**config.mk**
```make
export PLATFORM = sky130hd
export DESIGN_NAME = reg_pipe_n
export DESIGN_NICKNAME = d
export VERILOG_FILES = /design/src/rtl/reg_pipe_pkg.sv /design/src/rtl/reg_pipe_stage.sv /design/src/rtl/reg_pipe_n.sv
export SDC_FILE = /design/constraint.sdc
export NUM_CORES = 1
export LEC_CHECK = 0
export ABC_AREA = 1
export CAP_MARGIN = 20
export CORE_MARGIN = 2
export CORE_UTILIZATION = 50
export DETAILED_ROUTE_END_ITERATION = 12
export HOLD_SLACK_MARGIN = 0.05
export PLACE_DENSITY = 0.75
export SYNTH_ARGS = -nofsm -noshare
export SYNTH_HDL_FRONTEND = slang
export SYNTH_SLANG_ARGS = --single-unit
```
**constraint.sdc**
```tcl
create_clock -name clock -period 1.2 [get_ports clock]
set_clock_uncertainty 0.1 [all_clocks]
set_input_delay 0.24 -clock clock [delete_from_list [all_inputs] [get_ports clock]]
set_output_delay 0.24 -clock clock [all_outputs]
set_load 0.01 [all_outputs]
```
**src/rtl/reg_pipe_pkg.sv**
```systemverilog
// Shared definitions for the reg_pipe_n delay line.
package reg_pipe_pkg;

    // Width of a counter able to hold 0..depth inclusive.
    function automatic int unsigned occ_width(input int unsigned depth);
        return $clog2(depth + 1);
    endfunction

endpackage

```
**src/rtl/reg_pipe_stage.sv**
```systemverilog
// One stage of the registered delay line: a WIDTH-bit register with
// synchronous active-low reset, advance enable and synchronous clear.
// Priority: reset_n=0 > i_enable=1 > i_force_0=1 > hold.
module reg_pipe_stage #(
    parameter int unsigned         WIDTH     = 9,
    parameter logic [WIDTH-1:0]    CLR_VALUE = '0
) (
    input  logic             clock,
    input  logic             reset_n,
    input  logic             i_enable,
    input  logic             i_force_0,
    input  logic [WIDTH-1:0] i_d,
    output logic [WIDTH-1:0] o_q
);

    logic [WIDTH-1:0] r_q;

    // Stage register: reset, advance, clear or hold.
    always_ff @(posedge clock) begin
        if (!reset_n) begin
            r_q <= CLR_VALUE;
        end else if (i_enable) begin
            r_q <= i_d;
        end else if (i_force_0) begin
            r_q <= CLR_VALUE;
        end
    end

    assign o_q = r_q;

endmodule

```
**src/rtl/reg_pipe_n.sv**
```systemverilog
// N-stage, W-bit registered delay line with a valid bit per stage,
// advance enable and synchronous clear (force_0, ignored while enable=1).
// Optional feature: define REG_PIPE_OCC_EN to build the registered
// occupancy counter and its output port.
module reg_pipe_n
    import reg_pipe_pkg::*;
#(
    parameter int unsigned         WIDTH     = 8,
    parameter int unsigned         DEPTH     = 4,
    parameter logic [WIDTH-1:0]    CLR_VALUE = '0
) (
    input  logic             clock,
    input  logic             reset_n,
    input  logic             enable,
    input  logic             force_0,
    input  logic             in_valid,
    input  logic [WIDTH-1:0] d_in,
    output logic [WIDTH-1:0] d_out,
    output logic             out_valid
`ifdef REG_PIPE_OCC_EN
    ,
    output logic [occ_width(DEPTH)-1:0] occupancy
`endif
);

    // Stage record: valid flag above the data word.
    typedef struct packed {
        logic             valid;
        logic [WIDTH-1:0] data;
    } stage_t;

    stage_t w_stage_d [DEPTH];
    stage_t w_stage_q [DEPTH];

    for (genvar g = 0; g < DEPTH; g++) begin : g_stage
        if (g == 0) begin : g_head
            assign w_stage_d[g] = '{valid: in_valid, data: d_in};
        end else begin : g_body
            assign w_stage_d[g] = w_stage_q[g-1];
        end

        reg_pipe_stage #(
            .WIDTH     (WIDTH + 1),
            .CLR_VALUE ({1'b0, CLR_VALUE})
        ) u_stage (
            .clock     (clock),
            .reset_n   (reset_n),
            .i_enable  (enable),
            .i_force_0 (force_0),
            .i_d       (w_stage_d[g]),
            .o_q       (w_stage_q[g])
        );
    end

    // Outputs come straight from the last stage flops.
    assign d_out     = w_stage_q[DEPTH-1].data;
    assign out_valid = w_stage_q[DEPTH-1].valid;

`ifdef REG_PIPE_OCC_EN
    localparam int unsigned OCC_W = occ_width(DEPTH);

    logic [OCC_W-1:0] r_occ;
    logic [OCC_W-1:0] w_occ_next;

    // Entry in and entry out on the same advance cancel out.
    assign w_occ_next = r_occ + OCC_W'(in_valid) - OCC_W'(out_valid);

    // Occupancy counter tracks the number of valid stages.
    always_ff @(posedge clock) begin
        if (!reset_n) begin
            r_occ <= '0;
        end else if (enable) begin
            r_occ <= w_occ_next;
        end else if (force_0) begin
            r_occ <= '0;
        end
    end

    assign occupancy = r_occ;
`endif

endmodule
```
==> results of run 1 <==
==> kinds of logic (layout without fill, tap and decap cells) <==
logic type      count (synthesis)  count (layout)  synth area share [%]
buf+inv                        11              34                  5.93
flops                          36              36                  56.9
simple gates                   73              73                  22.9
compound gates                 36              36                  14.2
==> worst paths after layout <==
kind,from,to,slack [ps],cells past startpoint
setup / recovery,g_stage[3].u_stage.o_q[7],d_out[7],60,1
hold / removal,in_valid,g_stage[0].u_stage.o_q[8],350,3
setup reg to reg,g_stage[0].u_stage.o_q[6],g_stage[1].u_stage.o_q[6],490,2
hold reg to reg,g_stage[2].u_stage.o_q[8],g_stage[3].u_stage.o_q[8],350,2
==> cell type report <==
type	instances	area, um2	area share (%)
multi-input cells	109	470	30.0
flip-flops and latches	36	732	46.7
clock inverters	2	35.0	2.23
clock buffers	6	41.3	2.63
well taps	30	37.5	2.39
inverters	1	3.75	0.239
repair buffers	25	248	15.8
==> cell usage after synthesis (all sizes together) <==
master  instances
dfxtp          36
buf            10
a21oi          36
clkinv          1
nand2          72
nor2            1
==> metrics by stage <==
stage	setup slack (ps)	instances
2_1_floorplan	234	156
3_3_place_gp	-271	201
3_5_place_dp	-318	201
4_1_cts	29.1	209
5_1_grt	23.5	209
6_report	56.7	209
==> power by group <==
| part | internal (uW) | leakage [uW] | total [uW] | switching (uW) |
|---|---|---|---|---|
| sequential | 1220 | 0.000297 | 1230 | 11.9 |
| clock | 437 | 0.0000422 | 828 | 392 |
| combinational | 80.2 | 0.000247 | 161 | 80.6 |
==> per-layer routing <==
| metal | GRT usage, % | routed length (um) |
|---|---|---|
| met5 | 0 | 0 |
| met4 | 10.0 | 61 |
| met3 | 5.74 | 113 |
| met2 | 23.9 | 958 |
| met1 | 20.1 | 1010 |
==> tightest hold or removal path, delay by kind of cell <==
kind / cells / cell delay [ps]
AO/OA/AOI/OAI: 1 / 50
buffers and inverters: 1 / 390
AND/OR/NAND/NOR: 1 / 60
==> reports/qor.tcl, run 1 <==
set qor(post_cts_repair_resize_count) 45
set qor(drv_slew) 0
set qor(dpl-instance-area_um2) 1520
set qor(critPathLaunchType) {flip-flop}
set qor(chipHeight_um) 54.3
set qor(antennaDiodeCount) 0
set qor(outcome) {completed}
set qor(crit_path_max_fanout) 2
set qor(leading_area_contributor_after_synthesis) {dfxtp_1}
set qor(ant_nets) 0
set qor(clock_sinks) 36
set qor(dr.pass1.iters) 4
set qor(dieWidth_um) 54.3
set qor(core_um2) 2430
set qor(route.final.wire_length_um) 2140
set qor(postCtsSetupRepairBufs) 0
set qor(worst_ep_arrival_time_ps) 800
set qor(fp.dieArea_um2) 2950
set qor(port_buffers) 21
set qor(rows) 18
set qor(wl_per_cell_um) 10.3
set qor(cellPowerDensity_nw_per_um2) 1420
set qor(critPathTopFamily) {flip-flops}
set qor(most-common-layout-cells) {nand2_1 (72), a21oi_1 (36), dfxtp_1 (27), clkdlybuf4s50_1 (11)}
set qor(synthesis.area_um2) 1270
set qor(detailedRoute.firstIterationViolations) 15
set qor(worst_setup_hold_path_clk_slew_ps) 110
set qor(max-cap-violations) 0
set qor(cts-htree-levels) 2
set qor(syn_avg_cell_area_um2) 8.12
set qor(largest_reg_flops) 36
set qor(cp.required_ps) 860
set qor(num-nets-final) 191
set qor(routed_via_density) 4.82
set qor(worst_slew_margin_rel_pct) 80.3
set qor(antenna_found_initial) 0
set qor(synth_cell_types) 8
set qor(grt_max_degree) 37
set qor(synthDominantCellAreaShare_pct) 56.9
set qor(post-route-min-period_ps) 1140
set qor(finalCritPeriodShare_pct) 95.3
set qor(via_count) 1008
set qor(post_route_cells_drive_above_1_share_pct) 16.8
set qor(grt_first_pass_wirelength_um) 3420
set qor(max_freq_ghz) 0.875
set qor(syn_inst) 156
set qor(rsz_0062_raised_after_global_routing) {false}
set qor(synth.yosys.warnings) 0
set qor(endpoint_kind) {output pin}
set qor(cp_slowest_cell) {dfxtp_2}
set qor(hold_class) {in -> reg}
set qor(crit_type) {reg -> out}
set qor(root_buffer) {clkbuf_4}
set qor(filler_cell_count) 222
set qor(total_power_uw) 2220
set qor(cp.buffers_inverters) 1
set qor(path_cells) {buf_2}
set qor(global_route.overflow_total) 0
set qor(mostFrequentLayoutCell) {nand2_1}
set qor(synth-seq-cells) 36
set qor(design_area_um2) 1570
set qor(hold_ws_ps) 348
set qor(power_leakage_uw) 0.000586
set qor(slowest_delay_ps) 330
set qor(drc) 0
set qor(max-clock-path-buffers) 2
set qor(ctsHoldBuffers) 0
set qor(synth_nets) 169
set qor(netlist_top_cells_area) {dfxtp_1 (57%), nand2_1 (21%), a21oi_1 (14%)}
set qor(grt_util_all_layers_pct) 16.2
set qor(area_delta_synth_final_pct) 23.8
set qor(via_count_of_the_first_global_routing_pass) 816
set qor(clk_latency_ps) 340
set qor(dp_hpwl_um) 1280
set qor(design.portCount) 22
set qor(initial_utilization_pct) 52.1
set qor(yosysSeqAreaShare_pct) 56.9
set qor(tritoncts) {built}
set qor(timing.final.hold_violations) 0
set qor(setup_total_negative_slack_ps) 0
set qor(worst_ir_drop_vdd_v) 0.00110
set qor(final-setup-viol-count) 0
set qor(globalplace.congestion) 0.720
set qor(worst-slew-pin-transition_ps) 294
set qor(final_core_utilization_pct) 64.5
set qor(cts_inserted_buffers) 5
No activity file was read; power rests on OpenSTA's default activity.
==> run 2: changes to the inputs <==
CORE_MARGIN = 10   (was 2)
==> run 2 against run 1 <==
  * Non-clock buffer count unchanged
  * Flip-flop and latch count unchanged
  * Global-route usage down 6.6 points
  * Utilization down 1.3 points
  * Sequential share of layout area up 0.53 points
  * Routed wire length up 8.8%
  * Count of clock-buffer cells in the layout up 2
  * Cell count unchanged
  * Fmax up 0.20%
  * Largest power group unchanged
==> reports/qor.tcl, run 2 (synthesis gave the netlist of run 1 again) <==
set qor(max-clock-path-buffers) 2
set qor(grt_max_degree) 37
set qor(path_cells) {buf_2}
set qor(final-setup-viol-count) 0
set qor(area_used_by_multi_input_combinational_logic_um2) 470
set qor(root_buffer) {clkbuf_4}
set qor(power.sequential.fraction_pct) 60.0
set qor(global_route.overflow_total) 0
set qor(met2_wirelength_um) 986
set qor(sw_frac_of_total_pct) 22.6
set qor(cellPowerDensity_nw_per_um2) 1320
set qor(total_power_uw) 2050
set qor(largest_reg_flops) 36
set qor(worst_ir_drop_vdd_v) 0.00105
set qor(clock_power_share_pct) 32.1
set qor(cts_inserted_buffers) 5
set qor(globalplace.congestion) 0.732
set qor(routed_via_density) 4.76
set qor(cp.buffers_inverters) 1
set qor(pwr-share-comb_pct) 7.9
set qor(filler_cell_count) 231
set qor(crit_path_max_fanout) 2
set qor(area_delta_synth_final_pct) 22.4
set qor(timing.final.ws_setup_ps) 59.0
set qor(antennaDiodeCount) 0
set qor(ctsHoldBuffers) 0
set qor(dr.max_layer_used) {met4}
set qor(mostFrequentLayoutCell) {nand2_1}
set qor(via_count) 994
set qor(cts-htree-levels) 2
set qor(most-common-layout-cells) {nand2_1 (72), a21oi_1 (36), dfxtp_1 (27), clkdlybuf4s50_1 (11)}
set qor(port_buffers) 21
set qor(dp_hpwl_um) 1490
set qor(detail_route.wirelength.met1_um) 1160
set qor(max-cap-violations) 0
set qor(crit_type) {reg -> out}
set qor(num-nets-final) 191
set qor(dr.pass1.iters) 4
set qor(worst-slew-pin-transition_ps) 302
set qor(grt_util_all_layers_pct) 9.58
set qor(finalCritPeriodShare_pct) 95.1
set qor(ant_nets) 0
set qor(met3WireLength_um) 133
set qor(register_area_um2) 732
set qor(dieWidth_um) 70.3
set qor(timing.final.hold_violations) 0
set qor(post-route-min-period_ps) 1140
set qor(netsw_uw) 464
set qor(outcome) {completed}
set qor(chipHeight_um) 70.3
set qor(drv_slew) 0
set qor(regToRegSetupSlack_ps) 490
set qor(rows) 18
set qor(clock_sinks) 36
set qor(cp.required_ps) 860
set qor(max_freq_ghz) 0.876
set qor(core_um2) 2450
set qor(post_route_cells_drive_above_1_share_pct) 16.2
set qor(worst_slew_margin_rel_pct) 79.9
set qor(critPathTopFamily) {flip-flops}
set qor(endpoint_kind) {output pin}
set qor(rsz_0062_raised_after_global_routing) {false}
set qor(worst_setup_hold_path_clk_slew_ps) 100
set qor(drc) 0
set qor(antenna_found_initial) 0
set qor(intPower_uw) 1590
set qor(detailedRoute.firstIterationViolations) 60
set qor(wl_per_cell_um) 11.2
set qor(route.final.wire_length_um) 2330
set qor(via_count_of_the_first_global_routing_pass) 865
set qor(cp_slowest_cell) {dfxtp_2}
set qor(initial_utilization_pct) 51.6
set qor(hold_class) {in -> reg}
set qor(preCtsSetupSlack_ps) -335
set qor(power_leakage_uw) 0.000577
set qor(slowest_delay_ps) 330
set qor(fp.dieArea_um2) 4950
set qor(worst_ep_arrival_time_ps) 800
set qor(critPathLaunchType) {flip-flop}
set qor(clk_latency_ps) 340
set qor(grt_first_pass_wirelength_um) 3930
set qor(tritoncts) {built}
set qor(design.portCount) 22
[run 2: layout make-up]
class / instances / share of cell area [%]
flip-flops and latches: 36 / 47.2
multi-input cells: 109 / 30.3
repair buffers: 25 / 16.0
clock buffers: 8 / 3.79
well taps: 30 / 2.42
inverters: 1 / 0.242
[run 2: worst paths after layout]
kind | from | endpoint | cells after the start
worst max-delay path | g_stage[3].u_stage.o_q[2] | d_out[2] | 1
worst max register to register | g_stage[0].u_stage.o_q[1] | g_stage[1].u_stage.o_q[1] | 2
worst min register to register | g_stage[0].u_stage.o_q[2] | g_stage[1].u_stage.o_q[2] | 2
worst min-delay path | d_in[1] | g_stage[0].u_stage.o_q[1] | 3
[run 2: per-layer routing]
layer  up-vias  global-route usage [%]
met1       424                    11.8
li1        540                       -
met5         -                       0
met2        23                    13.2
met3         7                    4.52
met4         0                    5.26
[run 2: metrics by stage]
step / area, um2 / util, % / hold WS [ps] / setup TNS, ps / instances
floorplan: 1270 / - / 288 / 0 / 156
global placement: 1520 / 62.0 / 342 / -9420 / 201
detailed placement: 1520 / 62.0 / 349 / -10230 / 201
CTS: 1550 / 63.0 / 342 / 0 / 209
global route: 1550 / 63.1 / 354 / 0 / 209
finish: 1550 / 63.1 / 349 / 0 / 209
[run 2: power groups by stage]
stage / Clock [uW] / Combinational, uW / Sequential [uW]
2_1_floorplan: 0 / 90.6 / 1260
4_1_cts: 677 / 162 / 1230
3_5_place_dp: 0 / 162 / 1260
6_report: 660 / 161 / 1230
3_3_place_gp: 0 / 160 / 1260
5_1_grt: 732 / 178 / 1240
[run 2: repair_timing]
action | CTS | global route
buffers inserted | 0 | 0
setup endpoints to repair | 9 | 6
gates resized for setup | 45 | 1
==> run 3: changes to the inputs <==
CORE_UTILIZATION = 39   (was 50)
PLACE_DENSITY = 0.61   (was 0.75)
SKIP_CTS_REPAIR_TIMING = 1   (was default)
==> run 3 against run 2 <==
  * First-iteration DRC count increased by 80%
  * Critical path type unchanged
  * Utilization down 12 points
  * Largest cell class unchanged
  * Critical path depth unchanged
==> reports/qor.tcl, run 3 (synthesis gave the netlist of run 1 again) <==
set qor(outcome) {completed}
set qor(netsw_uw) 463
set qor(crit_type) {reg -> out}
set qor(critPathLaunchType) {flip-flop}
set qor(tritoncts) {built}
set qor(worst-slew-pin-transition_ps) 301
set qor(clock_sinks) 36
set qor(via_count_of_the_first_global_routing_pass) 914
set qor(core_um2) 3080
set qor(cts_inserted_buffers) 5
set qor(largest_reg_flops) 36
set qor(reg2reg_from) {g_stage[3].u_stage.o_q[4]}
set qor(drv_slew) 0
set qor(critPathTopFamily) {flip-flops}
set qor(dieWidth_um) 77.0
set qor(clk_latency_ps) 330
set qor(mostFrequentLayoutCell) {nand2_1}
set qor(timing.final.hold_violations) 0
set qor(worst_setup_hold_path_clk_slew_ps) 100
set qor(initial_utilization_pct) 41.1
set qor(power_leakage_uw) 0.000573
set qor(route.final.wire_length_um) 2330
set qor(drc) 0
set qor(grt_max_degree) 37
set qor(max_freq_ghz) 0.871
set qor(sw_frac_of_total_pct) 22.6
set qor(rsz_0062_raised_after_global_routing) {false}
set qor(post_route_cells_drive_above_1_share_pct) 15.6
set qor(cellPowerDensity_nw_per_um2) 1300
set qor(grt_util_all_layers_pct) 8.11
set qor(cts-htree-levels) 2
set qor(intPower_uw) 1590
set qor(dr.pass1.iters) 4
set qor(clock_power_share_pct) 32.2
set qor(hold_class) {reg -> reg}
set qor(pwr-share-comb_pct) 7.9
set qor(antennaDiodeCount) 0
set qor(fp.dieArea_um2) 5930
set qor(area_delta_synth_final_pct) 24.2
set qor(routed_via_density) 4.58
set qor(design.portCount) 22
set qor(crit_path_max_fanout) 2
set qor(final_core_utilization_pct) 51.1
set qor(global_route.overflow_total) 0
set qor(globalplace.congestion) 0.685
set qor(power.sequential.fraction_pct) 60.0
set qor(cp.buffers_inverters) 1
set qor(via_count) 1026
set qor(max-cap-violations) 0
set qor(chipHeight_um) 77.0
set qor(setup.worst_path.start) {g_stage[3].u_stage.o_q[6]}
set qor(finalCritPeriodShare_pct) 95.7
set qor(grt_first_pass_wirelength_um) 4000
set qor(preCtsSetupSlack_ps) -311
set qor(timing.hold.worst.start) {g_stage[2].u_stage.o_q[0]}
set qor(worst_ep_arrival_time_ps) 810
set qor(cp.required_ps) 860
set qor(most-common-layout-cells) {nand2_1 (72), a21oi_1 (36), dfxtp_1 (29), clkdlybuf4s50_1 (11), clkbuf_2 (8)}
set qor(worst_ir_drop_vdd_v) 0.000619
set qor(dp_hpwl_um) 1490
set qor(port_buffers) 21
set qor(final-setup-viol-count) 0
set qor(cp_slowest_cell) {dfxtp_1}
set qor(worst_slew_margin_rel_pct) 79.9
set qor(slowest_delay_ps) 340
set qor(endpoint_kind) {output pin}
set qor(max-clock-path-buffers) 2
set qor(root_buffer) {clkbuf_4}
set qor(path_cells) {clkbuf_2}
set qor(rows) 20
set qor(ant_nets) 0
set qor(detailedRoute.firstIterationViolations) 108
set qor(filler_cell_count) 318
set qor(num-nets-final) 192
set qor(wl_per_cell_um) 10.4
set qor(timing.final.ws_setup_ps) 51.9
set qor(antenna_found_initial) 0
set qor(post-route-min-period_ps) 1150
[run 3: cell count changes in the layout (fill, tap and decap cells not counted)]
cell / delta
clkbuf_2: +8
buf_4: +1
buf_2: -8
dfxtp_2: -2
dfxtp_1: +2
[run 3: path summary, 6_finish.rpt]
path	slack [ps]	end	cells after the start
min	360	g_stage[3].u_stage.o_q[0]	2
min reg2reg	360	g_stage[3].u_stage.o_q[0]	2
max reg2reg	450	g_stage[3].u_stage.o_q[4]	3
max	50	d_out[6]	1
[run 3: through the flow]
stage                     total power, uW  instances  hold WS [ps]  TNS (ps)  cell area, um2
after floorplan                      1350        156           288         0            1270
after global placement               1420        215           343     -9630            1540
after detailed placement             1420        215           345    -10420            1540
after CTS                            2080        223           347     -3340            1600
after global routing                 2160        224           342         0            1570
final                                2050        224           355         0            1570
[run 3: per-layer routing]
layer | vias up | global-route usage [%] | routed length [um]
met2 | 16 | 12.6 | 1090
met1 | 464 | 8.86 | 1120
met5 | - | 0 | 0
li1 | 543 | - | -
met3 | 3 | 4.31 | 90
met4 | 0 | 3.83 | 27
[run 3: cell type report]
type                            instances  area [um2]  share of cell area (%)
Tap cell                               44        55.1                    3.50
Clock buffer                            8        58.8                    3.74
Timing Repair Buffer                   26         255                    16.2
Sequential cell                        36         729                    46.4
Inverter                                1        3.75                   0.239
Multi-Input combinational cell        109         470                    29.9
[run 3: power by group through the flow]
stage                     registers [uW]  logic, uW  clock network, uW
final                               1230        161                660
after global routing                1230        179                743
after detailed placement            1260        164                  0
after floorplan                     1260       90.6                  0
after global placement              1260        162                  0
after CTS                           1230        165                682
